`src/rtl/alarma_pkg.sv`:
```
// Shared types for the alarm output controller: controller states and modo encodings.
package alarma_pkg;

  typedef enum logic [1:0] {
    REPOSO,
    PREVENCION,
    ALERTA,
    SILENCIO
  } estado_t;

  localparam logic [1:0] MODO_REPOSO = 2'b00;
  localparam logic [1:0] MODO_PREV   = 2'b01;
  localparam logic [1:0] MODO_ALERTA = 2'b10;

endpackage

```
`src/rtl/generador_tick.sv`:
```
// Pattern prescaler: counts 0..TICK_DIV-1 and flags the terminal count as a one-cycle tick.
module generador_tick #(
  parameter int unsigned TICK_DIV = 50000
) (
  input  logic clk,
  input  logic rst,
  input  logic clear,
  output logic tick
);

  localparam int unsigned W = (TICK_DIV > 1) ? $clog2(TICK_DIV) : 1;
  localparam logic [W-1:0] TERMINAL = W'(TICK_DIV - 1);

  logic [W-1:0] cnt;

  always_ff @(posedge clk) begin
    if (rst || clear) begin
      cnt <= '0;
    end else if (cnt == TERMINAL) begin
      cnt <= '0;
    end else begin
      cnt <= cnt + W'(1);
    end
  end

  assign tick = (cnt == TERMINAL);

endmodule

```
`src/rtl/controlador_alarma.sv`:
```
// Arbitrates alerta/prevencion requests onto one buzzer and lamp, with per-level cadence
// and operator silence that re-arms after SILENCIO_TICKS pattern ticks.
module controlador_alarma
  import alarma_pkg::*;
#(
  parameter int unsigned TICK_DIV       = 50000,
  parameter int unsigned ALERTA_ON      = 2,
  parameter int unsigned ALERTA_OFF     = 2,
  parameter int unsigned PREV_ON        = 1,
  parameter int unsigned PREV_OFF       = 7,
  parameter int unsigned SILENCIO_TICKS = 300
) (
  input  logic       clk,
  input  logic       rst,
  input  logic       alarma_alerta,
  input  logic       alarma_prevencion,
  input  logic       silenciar,
  output logic       buzzer,
  output logic       luz_alarma,
  output logic [1:0] modo,
  output logic       silenciado
);

  localparam int unsigned PER_A   = ALERTA_ON + ALERTA_OFF;
  localparam int unsigned PER_P   = PREV_ON + PREV_OFF;
  localparam int unsigned PER_MAX = (PER_A > PER_P) ? PER_A : PER_P;
  localparam int unsigned FW      = (PER_MAX > 1) ? $clog2(PER_MAX) : 1;
  localparam int unsigned SW      = $clog2(SILENCIO_TICKS + 1);

  estado_t       estado, estado_d;
  logic          silencio_origen;
  logic [FW-1:0] fase, fase_d;
  logic [SW-1:0] cnt_silencio;
  logic          tick, cambio, fin_silencio, buzz_d;

  generador_tick #(.TICK_DIV(TICK_DIV)) u_tick (
    .clk   (clk),
    .rst   (rst),
    .clear (cambio),
    .tick  (tick)
  );

  // Silence expires on the tick that would bring the counter to SILENCIO_TICKS.
  assign fin_silencio = tick && (cnt_silencio == SW'(SILENCIO_TICKS - 1));

  always_comb begin
    estado_d = estado;
    case (estado)
      REPOSO: begin
        if (alarma_alerta)          estado_d = ALERTA;
        else if (alarma_prevencion) estado_d = PREVENCION;
      end
      PREVENCION: begin
        if (alarma_alerta)           estado_d = ALERTA;
        else if (!alarma_prevencion) estado_d = REPOSO;
        else if (silenciar)          estado_d = SILENCIO;
      end
      ALERTA: begin
        if (!alarma_alerta)  estado_d = alarma_prevencion ? PREVENCION : REPOSO;
        else if (silenciar)  estado_d = SILENCIO;
      end
      SILENCIO: begin
        if (!alarma_alerta && !alarma_prevencion)  estado_d = REPOSO;
        else if (!silencio_origen && alarma_alerta) estado_d = ALERTA;
        else if (fin_silencio)                      estado_d = alarma_alerta ? ALERTA : PREVENCION;
      end
      default: estado_d = REPOSO;
    endcase
    cambio = (estado_d != estado);

    fase_d = cambio ? '0 : fase;
    if (!cambio && tick) begin
      if (estado == ALERTA)
        fase_d = (32'(fase) == PER_A - 1) ? '0 : fase + FW'(1);
      else if (estado == PREVENCION)
        fase_d = (32'(fase) == PER_P - 1) ? '0 : fase + FW'(1);
    end

    buzz_d = ((estado_d == ALERTA)     && (32'(fase_d) < ALERTA_ON)) ||
             ((estado_d == PREVENCION) && (32'(fase_d) < PREV_ON));
  end

  always_ff @(posedge clk) begin
    if (rst) begin
      estado          <= REPOSO;
      silencio_origen <= 1'b0;
      fase            <= '0;
      cnt_silencio    <= '0;
      buzzer          <= 1'b0;
      luz_alarma      <= 1'b0;
      modo            <= MODO_REPOSO;
      silenciado      <= 1'b0;
    end else begin
      estado <= estado_d;
      fase   <= fase_d;
      if (cambio && estado_d == SILENCIO)
        silencio_origen <= (estado == ALERTA);
      if (cambio || estado_d != SILENCIO)
        cnt_silencio <= '0;
      else if (tick)
        cnt_silencio <= cnt_silencio + SW'(1);

      buzzer     <= buzz_d;
      luz_alarma <= (estado_d == SILENCIO) ? 1'b1 : buzz_d;
      silenciado <= (estado_d == SILENCIO);
      case (estado_d)
        REPOSO:     modo <= MODO_REPOSO;
        PREVENCION: modo <= MODO_PREV;
        ALERTA:     modo <= MODO_ALERTA;
        default:    modo <= alarma_alerta ? MODO_ALERTA : MODO_PREV;
      endcase
    end
  end

endmodule

```
`config.mk`:
```
export PLATFORM = sky130hd
export DESIGN_NAME = controlador_alarma
export DESIGN_NICKNAME = d
export VERILOG_FILES = /design/src/rtl/alarma_pkg.sv /design/src/rtl/generador_tick.sv /design/src/rtl/controlador_alarma.sv
export SDC_FILE = /design/constraint.sdc
export NUM_CORES = 1
export LEC_CHECK = 0
export BUFFER_PORTS_ARGS = -buffer_cell sky130_fd_sc_hd__buf_4
export CAP_MARGIN = 40
export CORE_MARGIN = 8
export CORE_UTILIZATION = 54
export CTS_CLUSTER_SIZE = 20
export DETAILED_ROUTE_END_ITERATION = 12
export GPL_ROUTABILITY_DRIVEN = 0
export GPL_TIMING_DRIVEN = 0
export PLACE_DENSITY = 0.74
export SLEW_MARGIN = 20
export SYNTH_ARGS = -nofsm -noshare
export SYNTH_HDL_FRONTEND = slang
export SYNTH_SLANG_ARGS = --single-unit
```
`constraint.sdc`:
```
create_clock -name clk -period 2.16 [get_ports clk]
set_clock_uncertainty 0.2 [all_clocks]
set_input_delay 0.324 -clock clk [delete_from_list [all_inputs] [get_ports clk]]
set_output_delay 0.324 -clock clk [all_outputs]
set_load 0.01 [all_outputs]
```
# Word-level counts from Yosys, hierarchy flattened
# Cells that the tools add are included.
# totals
in_bits	5
regBits	36
out_inout_bits	5
elab_cells	64
# op_classes
magnitude_cmp	2
n_reduce_logical	18
add_sub_neg	3
eq_ne	12
n_mux	20
# op_table
cell	n
2-to-1 mux 2 bit	10
2-to-1 mux 3 bit	6
adder 16 x 1 -> 16 bit, second input constant	1
== test 16 bit, second input constant	1
adder 9 x 1 -> 9 bit, second input constant	1
== test 9 bit, second input constant	1
== test 2 bit, second input constant	4
one-hot mux 2 bit (4 select lines)	1
logical AND 1 bit	7
one-hot mux 2 bit (3 select lines)	1
== test 2 x 1 -> 1 bit, second input constant	2
logical NOT 1 bit	4
logical NOT 2 bit	2
OR reduction 2 bit	2
adder 3 x 1 -> 3 bit, second input constant	1
== test 3 x 2 -> 1 bit, second input constant	1
== test 3 bit, second input constant	1
logical OR 1 bit	3
less-than comparator 3 x 1 -> 1 bit, second input constant	1
less-than comparator 3 x 2 -> 1 bit, second input constant	1
2-to-1 mux 1 bit	2
!= test 2 bit	1
!= test 2 bit, second input constant	1

# Logic depth before layout (Yosys ltp)
# Gate-level depths: netlist (run 1).
# logic_depth
word_depth	15
ltp_mapped	9
ltp_nobuf	9

# Hierarchy
# From an unflattened synthesis (run 1), not the netlist that was laid out.
# hier_totals
cells_unflattened	200
area_unflattened_um2	1850.5
# modules_own_cells
mod	cells_each	seq_area_each_um2	area_per_inst_um2	n_inst
controlador_alarma	120	400.4	1129.8	1
generador_tick	80	320.3	720.7	1

# Least setup slack after synthesis (run 1)
# Ideal clock, no wire load.
# synth_path
path_type	flip-flop to flip-flop
startpoint	reg u_tick.cnt[0]
endpoint	reg luz_alarma
n_path_buf	2
t_required_ns	1.827
path_stages_with_launch	10
arrival_time_ns	1.841
synth_period_minus_slack_ns	2.174
setup_slack_ns	-0.014
setup_time_ns	0.133
path_cell_list	dfxtp_1 -> ha_1 -> and3_1 -> buf_2 -> and4_2 -> buf_4 -> o21a_2 -> mux2_2 -> o311ai_4 -> o211ai_1
# synth_between
elab_chain_cells	15
elab_cells_between_ends	22
classes_between	2 x order compare; 5 x eq/ne; 9 x mux; 6 x reduce/logical
# synth_rtl
element	line	source
from (decl)	generador_tick.sv:14	logic [W-1:0] cnt;
from (signal assigned)	generador_tick.sv:22	cnt <= cnt + W'(1);
== test 16 bit (*)	generador_tick.sv:26	assign tick = (cnt == TERMINAL);
logical AND 1 bit	controlador_alarma.sv:44	assign fin_silencio = tick && (cnt_silencio == SW'(SILENCIO_TICKS - 1));
2-to-1 mux 2 bit	controlador_alarma.sv:65	else if (fin_silencio) estado_d = alarma_alerta ? ALERTA : PREVENCION;
2-to-1 mux 2 bit	controlador_alarma.sv:64	else if (!silencio_origen && alarma_alerta) estado_d = ALERTA;
2-to-1 mux 2 bit	controlador_alarma.sv:63	if (!alarma_alerta && !alarma_prevencion) estado_d = REPOSO;
one-hot mux 2 bit (4 select lines)	controlador_alarma.sv:48	case (estado)
!= test 2 bit	controlador_alarma.sv:69	cambio = (estado_d != estado);
2-to-1 mux 3 bit	controlador_alarma.sv:71	fase_d = cambio ? '0 : fase;
2-to-1 mux 3 bit	controlador_alarma.sv:75	else if (estado == PREVENCION)
2-to-1 mux 3 bit	controlador_alarma.sv:73	if (estado == ALERTA)
2-to-1 mux 3 bit	controlador_alarma.sv:72	if (!cambio && tick) begin
less-than comparator 3 x 2 -> 1 bit / less-than comparator 3 x 1 -> 1 bit (equally long branches)	controlador_alarma.sv:79, controlador_alarma.sv:80	
logical AND 1 bit (on tied branches)	controlador_alarma.sv:79, controlador_alarma.sv:80	
logical OR 1 bit	controlador_alarma.sv:79	buzz_d = ((estado_d == ALERTA) && (32'(fase_d) < ALERTA_ON)) ||
2-to-1 mux 1 bit (*)	controlador_alarma.sv:104	luz_alarma <= (estado_d == SILENCIO) ? 1'b1 : buzz_d;
to (signal assigned)	controlador_alarma.sv:104	
to (decl)	controlador_alarma.sv:19	output logic luz_alarma,
# Mark *: on every way between the ends. The rest lies on a longest branch, timed or not.
# A chain may end at the register's enable or synchronous reset.

# Final worst setup path (run 1)
# layout_path
startpoint	reg fase[0]
endpoint	reg luz_alarma
# layout_between
elab_chain_cells	9
elab_cells_between_ends	15
classes_between	1 x add/sub; 2 x order compare; 2 x eq/ne; 7 x mux; 3 x reduce/logical
# layout_rtl
element	line	source
from (decl)	controlador_alarma.sv:32	logic [FW-1:0] fase, fase_d;
from (signal assigned)	controlador_alarma.sv:95	fase <= fase_d;
adder 3 x 1 -> 3 bit / == test 3 bit (equally long branches)	controlador_alarma.sv:74, controlador_alarma.sv:76	
2-to-1 mux 3 bit	controlador_alarma.sv:76	fase_d = (32'(fase) == PER_P - 1) ? '0 : fase + FW'(1);
2-to-1 mux 3 bit	controlador_alarma.sv:75	
2-to-1 mux 3 bit	controlador_alarma.sv:73	
2-to-1 mux 3 bit (*)	controlador_alarma.sv:72	
less-than comparator 3 x 2 -> 1 bit / less-than comparator 3 x 1 -> 1 bit (equally long branches)	controlador_alarma.sv:79, controlador_alarma.sv:80	
logical AND 1 bit (on tied branches)	controlador_alarma.sv:79, controlador_alarma.sv:80	
logical OR 1 bit (*)	controlador_alarma.sv:79	
2-to-1 mux 1 bit (*)	controlador_alarma.sv:104	
# Marked as above.

==> metrics.txt, run 1 <==
Switching Share=around a quarter; Synth Cell Area=1920 sq um; vias in the first global route=around 1.4k; Die Span Y=between 70 and 80 um; initial antenna violation count=0; Pre-antenna DRT Iters=4; Synth Net Count=between 200 and 250; Worst Hold Class=in2reg; Setup TNS=0 ps; routed vias=1,580; worst reg2reg path startpoint=fase[0]; Final nets=around 260; H-tree Lvls=2; status=finished, final reports clean; final instance area=around 2200 sq um; Synth Instances=approximately 220; sw power=roughly 300 uW; first-pass GRT wire length=between 6 and 7 mm; ys async rst share=0%; Synth Flop Type=dfxtp_1; min cycle time layout=roughly 2100 ps; Critical Path AT=2140 ps; Placement Cell Area=around 2000 sq um; Slew @ Worst Pin=~500 ps; Combinational Power Share=11.3%; Max IR drop VDD=between 400 and 500 uV; largest net degree at the start of global routing=11; share of layout cells above drive strength 1=22.4%; final hold violations=0; Die W=~76 um; Max Fclk=approximately 0.47 GHz; Tcrit/Tclk final=a little over nine tenths; row count=21; Port Buffer Count=7; WL/cell=between 10 and 15 um; ANT nets after route=0; sequential-to-total area share from yosys stat=about 38%; CTS Hold Bufs=0; total grt overflow=0; Pint=approximately 900 uW; Die Area=roughly 5700 sq um; most common cell after layout, fill and taps aside=nor2_1; TritonCTS clock tree=built; fin. max-slew vios=0; post-route insts no fill=approximately 300; Seq cells post-synth=36; Placed Cells=approximately 280; commonest non-fill, non-tap cells in the layout=45 x nor2_1, 30 x dfxtp_1, 15 x buf_4; Root Driver=clkbuf_4; Max-Cap Viols=0; initial cell density of the core=~57%; hold path cells=3; Tot Pwr=roughly 1200 uW; CTS buffer count=5; WP data required=2170 ps; worst setup path category=reg2reg; Avg Cell Area, Syn=approximately 8.6 sq um; R2R cell count=7; # fillers=280; post-DR vias/cell=5.41; Skew-Pair Late Insertion Delay=330 ps; DRC=0; synth warn=0; Worst setup SP type=flip-flop; PD cells=around 530 nW/um^2; clock buffer depth=2; GRT Overall Usage=roughly 14%; Leak=0.000805 uW; library cells used by synthesis=45; Hold Path Origin=alarma_alerta; Initial DRC Count=around 110; Max Fanout on Critical Path=6; # diodes=0; clock share of power=between 30% and 40%; number of synthesized flops with an enable pin=0; setup violators final=0; Worst Setup SP=fase[0]; RSZ-0062 raised after global routing=true; Setup crit end kind=flip-flop; CTS clk-pin slew, worst paths=~100 ps; core box area=3390 sq um; drt total wl=approximately 3.8 mm; Seq pwr share=between 50% and 60%; HPWL Detailed=about 2.5 mm; I/O pins=10; clock sink count=36; Min Hold Slack=about 120 ps; Slew Limit Headroom=66.7%; area growth from synthesis to layout=16.4%
[final timing paths]
| path | slack (ps) | endpoint |
|---|---|---|
| worst max register to register | 30 | luz_alarma |
| worst min register to register | 300 | cnt_silencio[1] |
| worst max-delay path | 30 | luz_alarma |
| worst min-delay path | 120 | modo[1] |
[kinds of logic after synthesis]
| logic type | Yosys count | synth area share, % |
|---|---|---|
| xor gates and xnor gates | 23 | 10.5 |
| buffers and inverters | 22 | 4.95 |
| DFF | 36 | 37.5 |
| muxes | 4 | 2.21 |
| AOI/OAI and AO/OA | 25 | 11.1 |
| and+or+nand+nor | 107 | 29.8 |
| adders and majority gates | 6 | 3.91 |
[cell type report]
class,instances,area (sq um),area share [%]
inverter,12,45.0,2.01
buffer,8,53.8,2.40
multi-input combinational,165,1160,51.7
tap,46,57.6,2.57
clock buffer,8,58.8,2.63
timing repair buffer,17,135,6.04
sequential,36,731,32.7
[flip-flops by register name, summed over array words and instances, names as in the netlist]
name	count
luz_alarma	1
u_tick.cnt	16
cnt_silencio	9
fase	3
buzzer	1
estado	2
silencio_origen	1
modo	2
silenciado	1
[metrics by stage]
stage | util [%] | setup WS [ps]
2_1_floorplan | - | 10.7
3_3_place_gp | 60.1 | -101
3_5_place_dp | 60.1 | -132
4_1_cts | 63.3 | 4.37
5_1_grt | 66.0 | -49.6
6_report | 66.0 | 32.2
[synth_stat cells (all sizes together), types with 2 or more instances]
library cell / number / area [sq um]
nor3b: 2 / 15.0
and4bb: 2 / 25.0
nor3: 9 / 56.3
and3: 3 / 18.8
mux2i: 2 / 20.0
nand4: 10 / 77.6
nor2b: 3 / 18.8
buf: 6 / 35.0
nand2: 12 / 45.0
xnor2: 10 / 87.6
mux2: 2 / 22.5
a21oi: 6 / 30.0
clkbuf: 4 / 15.0
or3: 2 / 12.5
nor2: 45 / 169
o221ai: 2 / 23.8
dfxtp: 36 / 721
inv: 12 / 45.0
ha: 6 / 75.1
o211ai: 2 / 15.0
and2: 2 / 12.5
xor2: 13 / 114
nand3: 12 / 70.1
o21ai: 3 / 15.0
a211oi: 3 / 32.5
[routing by layer]
metal / vias up / GRT usage [%] / routed length, um
li1: 811 / - / -
met1: 740 / 19.2 / 1850
met2: 23 / 21.2 / 1730
met3: 6 / 4.21 / 140
met4: 0 / 3.84 / 43
met5: - / 0 / 0
[worst max-delay path: stages (launching register included)]
cell and delay [ps]:
dfxtp_1 360, ha_1 250, ha_1 180, or3_1 330, o21ai_2 160, a211oi_2 110
o311ai_4 280, o211ai_1 130
[power by group through the flow]
stage,combinational (uW),sequential [uW],clock [uW]
floorplan,80.4,701,0
global placement,118,699,0
detailed placement,118,699,0
CTS,124,685,383
global route,150,688,413
finish,135,686,370
[repair_timing]
| action | in CTS | in global routing |
|---|---|---|
| endpoints found under the hold margin | 0 | 0 |
| setup endpoints to repair | 15 | 22 |
| setup buffers | 3 | 7 |
| pin swaps | 5 | 7 |
| resized for setup | 7 | 15 |
(Power assumes the default switching activity.)
==> run 2: changes to the inputs <==
CORE_UTILIZATION = 60   (was 54)
PLACE_DENSITY = 0.78   (was 0.74)
SYNTH_HIERARCHICAL = 1   (was not set)
clock period = 2.1 ns   (was 2.16 ns; I/O delays follow)
==> run 2 against run 1 <==
  * The run now ends with setup timing left
  * Maximum frequency is 22% lower
  * Sequential power is 2% higher
  * Clock-buffer cell count is 3 lower
  * Die area is 11% lower
  * Global-route usage is 1.6 points higher
  * Critical path depth is 4 higher
  * Synthesized cell count is 10% lower
  * Clock power is 30% higher
  * Non-clock buffer count is 3 higher
  * Critical endpoint is now u_tick/cnt[9]
  * Power is 9.9% higher
==> metrics.txt, run 2 <==
clock buffer depth=2 (unchanged); CTS buffer count=5 (unchanged); Seq cells post-synth=36 (unchanged); Synth Flop Type=dfxtp_1; post-synth top area share=38.9% (+1.4 points); crit-path cells=or4bb_4, nor4_4, buf_6, and4_4, nand3_4, nor2b_4, o21ai_2, or3_1, buf_6, buf_6, nor2_2; I/O pins=10 (unchanged); largest net degree at the start of global routing=13 (+2); H-tree Lvls=2 (unchanged); R2R cell count=11 (+4); Pre-antenna DRT Iters=5 (+1); Synth Net Count=211 (-9.8%); max reg flops=16 (unchanged); ys async rst share=0% (unchanged); Initial DRC Count=91 (-14%); worst reg2reg path startpoint=u_tick/cnt[12]; Max Fanout on Critical Path=6 (unchanged); Avg Cell Area, Syn=9.25 sq um (+7.4%); RSZ-0062 raised after global routing=true; share of layout cells above drive strength 1=39.6% (+17 points); Die Area=5120 sq um (-11%); Worst Setup SP=u_tick/cnt[12]; Max-Cap Viols=0 (unchanged); PD cells=561 nW/um^2 (+5.4%); crit-path max cell delay=540 ps (+180 ps); sequential-to-total area share from yosys stat=38.9% (+1.4 points); initial cell density of the core=61.6% (+4.9 points); final hold violations=0 (unchanged); synth cell count leaders=36 x dfxtp_1, 27 x nor2_1, 17 x xnor2_1, 11 x nand2_1, 11 x nor2_2; Slew @ Worst Pin=434 ps (-65.0 ps); Final nets=240 (-6.3%); Seq pwr share=53.3% (-4.3 points); library cells used by synthesis=48 (+6.7%); CP max-delay cell=or4bb_4; synth warn=6 (+6); most common cell after layout, fill and taps aside=dfxtp_1; core box area=3000 sq um (-11%); drt total wl=3.90 mm (+3.9%); Worst Hold Class=in2reg; clock sink count=36 (unchanged); cell taking the most area after synthesis=dfxtp_1; Max Fclk=0.367 GHz (-22%); Worst Setup Slack, final=-626 ps (-658 ps); Synth Instances=200 (-10%); Skew-Pair Late Insertion Delay=340 ps (about the same); ANT nets after route=0 (unchanged); GRT Overall Usage=15.8% (+1.6 points); min cycle time layout=2730 ps (+598 ps); Setup TNS=-19,930 ps (-19,930 ps); routed vias=1,534 (-2.9%); worst setup path category=reg2reg; setup violators final=35 (+35); Critical Path Sink=u_tick/cnt[9]; Switching Share=23.7% (-1.1 points); most common cell in the netlist=dfxtp_1; area growth from synthesis to layout=26.1%; # fillers=193 (-31%); number of synthesized flops with an enable pin=0 (unchanged); HPWL Detailed=2.49 mm (-1.6%); initial antenna violation count=0 (unchanged); first-pass GRT wire length=6.56 mm (+2.7%); Top Registers=u_tick/cnt x16, cnt_silencio x9, fase x3; post-DR vias/cell=5.83 (+7.8%); Setup crit end kind=flip-flop; Slew Limit Headroom=70.7% (+4.0 points); Leak=0.000785 uW (-2.5%); Reg with most FFs=u_tick/cnt; WP data required=2140 ps (-30 ps); end of the worst register-to-register path=u_tick/cnt[9]; Port Buffer Count=9 (+2); fin. max-slew vios=0 (unchanged); Die Span Y=71.5 um (-5.4%); sw power=310 uW (+5.0%); # diodes=0 (unchanged); Max IR drop VDD=428 uV (about the same); Combinational Power Share=9.9% (-1.4 points); Area contributors post-synth=dfxtp_1 39%, xnor2_1 8.0%, nor2_1 5.5%; Synth Cell Area=1850 sq um (-3.7%); Critical Path AT=2760 ps (+620 ps); commonest non-fill, non-tap cells in the layout=28 x dfxtp_1, 23 x nor2_2, 19 x buf_4; status=complete, but fails checks; clock share of power=36.8% (+5.7 points); WL/cell=14.8 um (+15%); CTS clk-pin slew, worst paths=110 ps (about the same); row count=20 (-4.8%); Reg2Reg Setup Slack=-630 ps (-660 ps); DRC=0 (unchanged); Worst setup SP type=flip-flop; failing checks=setup timing; Die W=71.5 um (-5.4%); Pint=998 uW (+12%); TritonCTS clock tree=built; vias in the first global route=1,467 (+1.7%); Most common cell on crit path=buf_6; Root Driver=clkbuf_4; total grt overflow=0 (unchanged); Min Hold Slack=153 ps (+28.8 ps); Tcrit/Tclk final=130% (+31 points)
run 2: changes by cell type after synthesis, sizes merged, moves of 3 or more:
cell / change
nor2b: +4
nor4: +5
a21oi: -4
clkbuf: -4
nand3: -3
nor3: -4
a31oi: +4
xor2: -8
xnor2: +7
nand4: -4
nand2b: +3
nor2: -7
inv: -4
run 2: kinds of logic after synthesis:
logic type	share of synthesized area, %
flops	38.9
buf+inv	4.60
fa+ha+maj	4.06
mux	1.08
compound gates	11.2
simple gates	29.8
xor+xnor	10.4
run 2: worst max-delay path, delay by kind of cell (launching register included):
kind                   cells  cell delay, ps
AO/OA/AOI/OAI              1             150
flip-flops                 1             360
buffers and inverters      3             410
AND/OR/NAND/NOR            7            1500
run 2: worst min path at each step:
stage / from / cells past startpoint / slack [ps] / end
finish: alarma_prevencion / 3 / 150 / estado[1]
global route: alarma_prevencion / 3 / 160 / estado[1]
CTS: alarma_prevencion / 3 / 120 / estado[1]
detailed placement: u_tick/cnt[0] / 1 / 260 / u_tick/cnt[0]
global placement: u_tick/cnt[0] / 1 / 250 / u_tick/cnt[0]
floorplan: rst / 1 / 180 / silencio_origen
run 2: metal layers:
metal  track usage [%]  vias up  share of wire [%]
met5                 0        -                  0
li1                  -      749                  -
met3              4.60       10                4.6
met1              17.8      736                 42
met4              5.67        0                2.0
met2              27.4       39                 51
run 2: area by class of cell:
cell class / instances / area (sq um) / area share, %
Multi-Input combinational cell: 150 / 1180 / 50.8
Sequential cell: 36 / 738 / 31.6
Timing Repair Buffer: 22 / 204 / 8.74
Buffer: 6 / 55.1 / 2.36
Clock inverter: 3 / 42.5 / 1.82
Tap cell: 33 / 41.3 / 1.77
Clock buffer: 5 / 37.5 / 1.61
Inverter: 8 / 30.0 / 1.29
run 2: power by group through the flow:
stage	combinational [uW]	sequential, uW	clock (uW)
floorplan	63.8	716	0
global placement	94.6	714	0
detailed placement	97.2	715	0
CTS	122	697	489
global route	140	699	515
finish	130	697	482
run 2: stage by stage:
step	util [%]	worst slack, ps	std cells	total power, uW	cell area (sq um)
2_1_floorplan	-	-524	200	780	1860
3_3_place_gp	65.5	-803	242	809	1970
3_5_place_dp	65.5	-833	242	812	1970
4_1_cts	75.3	-602	260	1310	2260
5_1_grt	77.7	-719	263	1350	2330
6_report	77.7	-626	263	1310	2330
run 2: what timing repair did:
item | 4_1_cts | 5_1_grt
cloned | 1 | 0
hold buffers | 1 | 0
setup buffers | 10 | 3
gates resized for setup | 28 | 16
pin swaps | 14 | 6
hold endpoints to repair | 4 | 0
setup endpoints to repair | 35 | 35
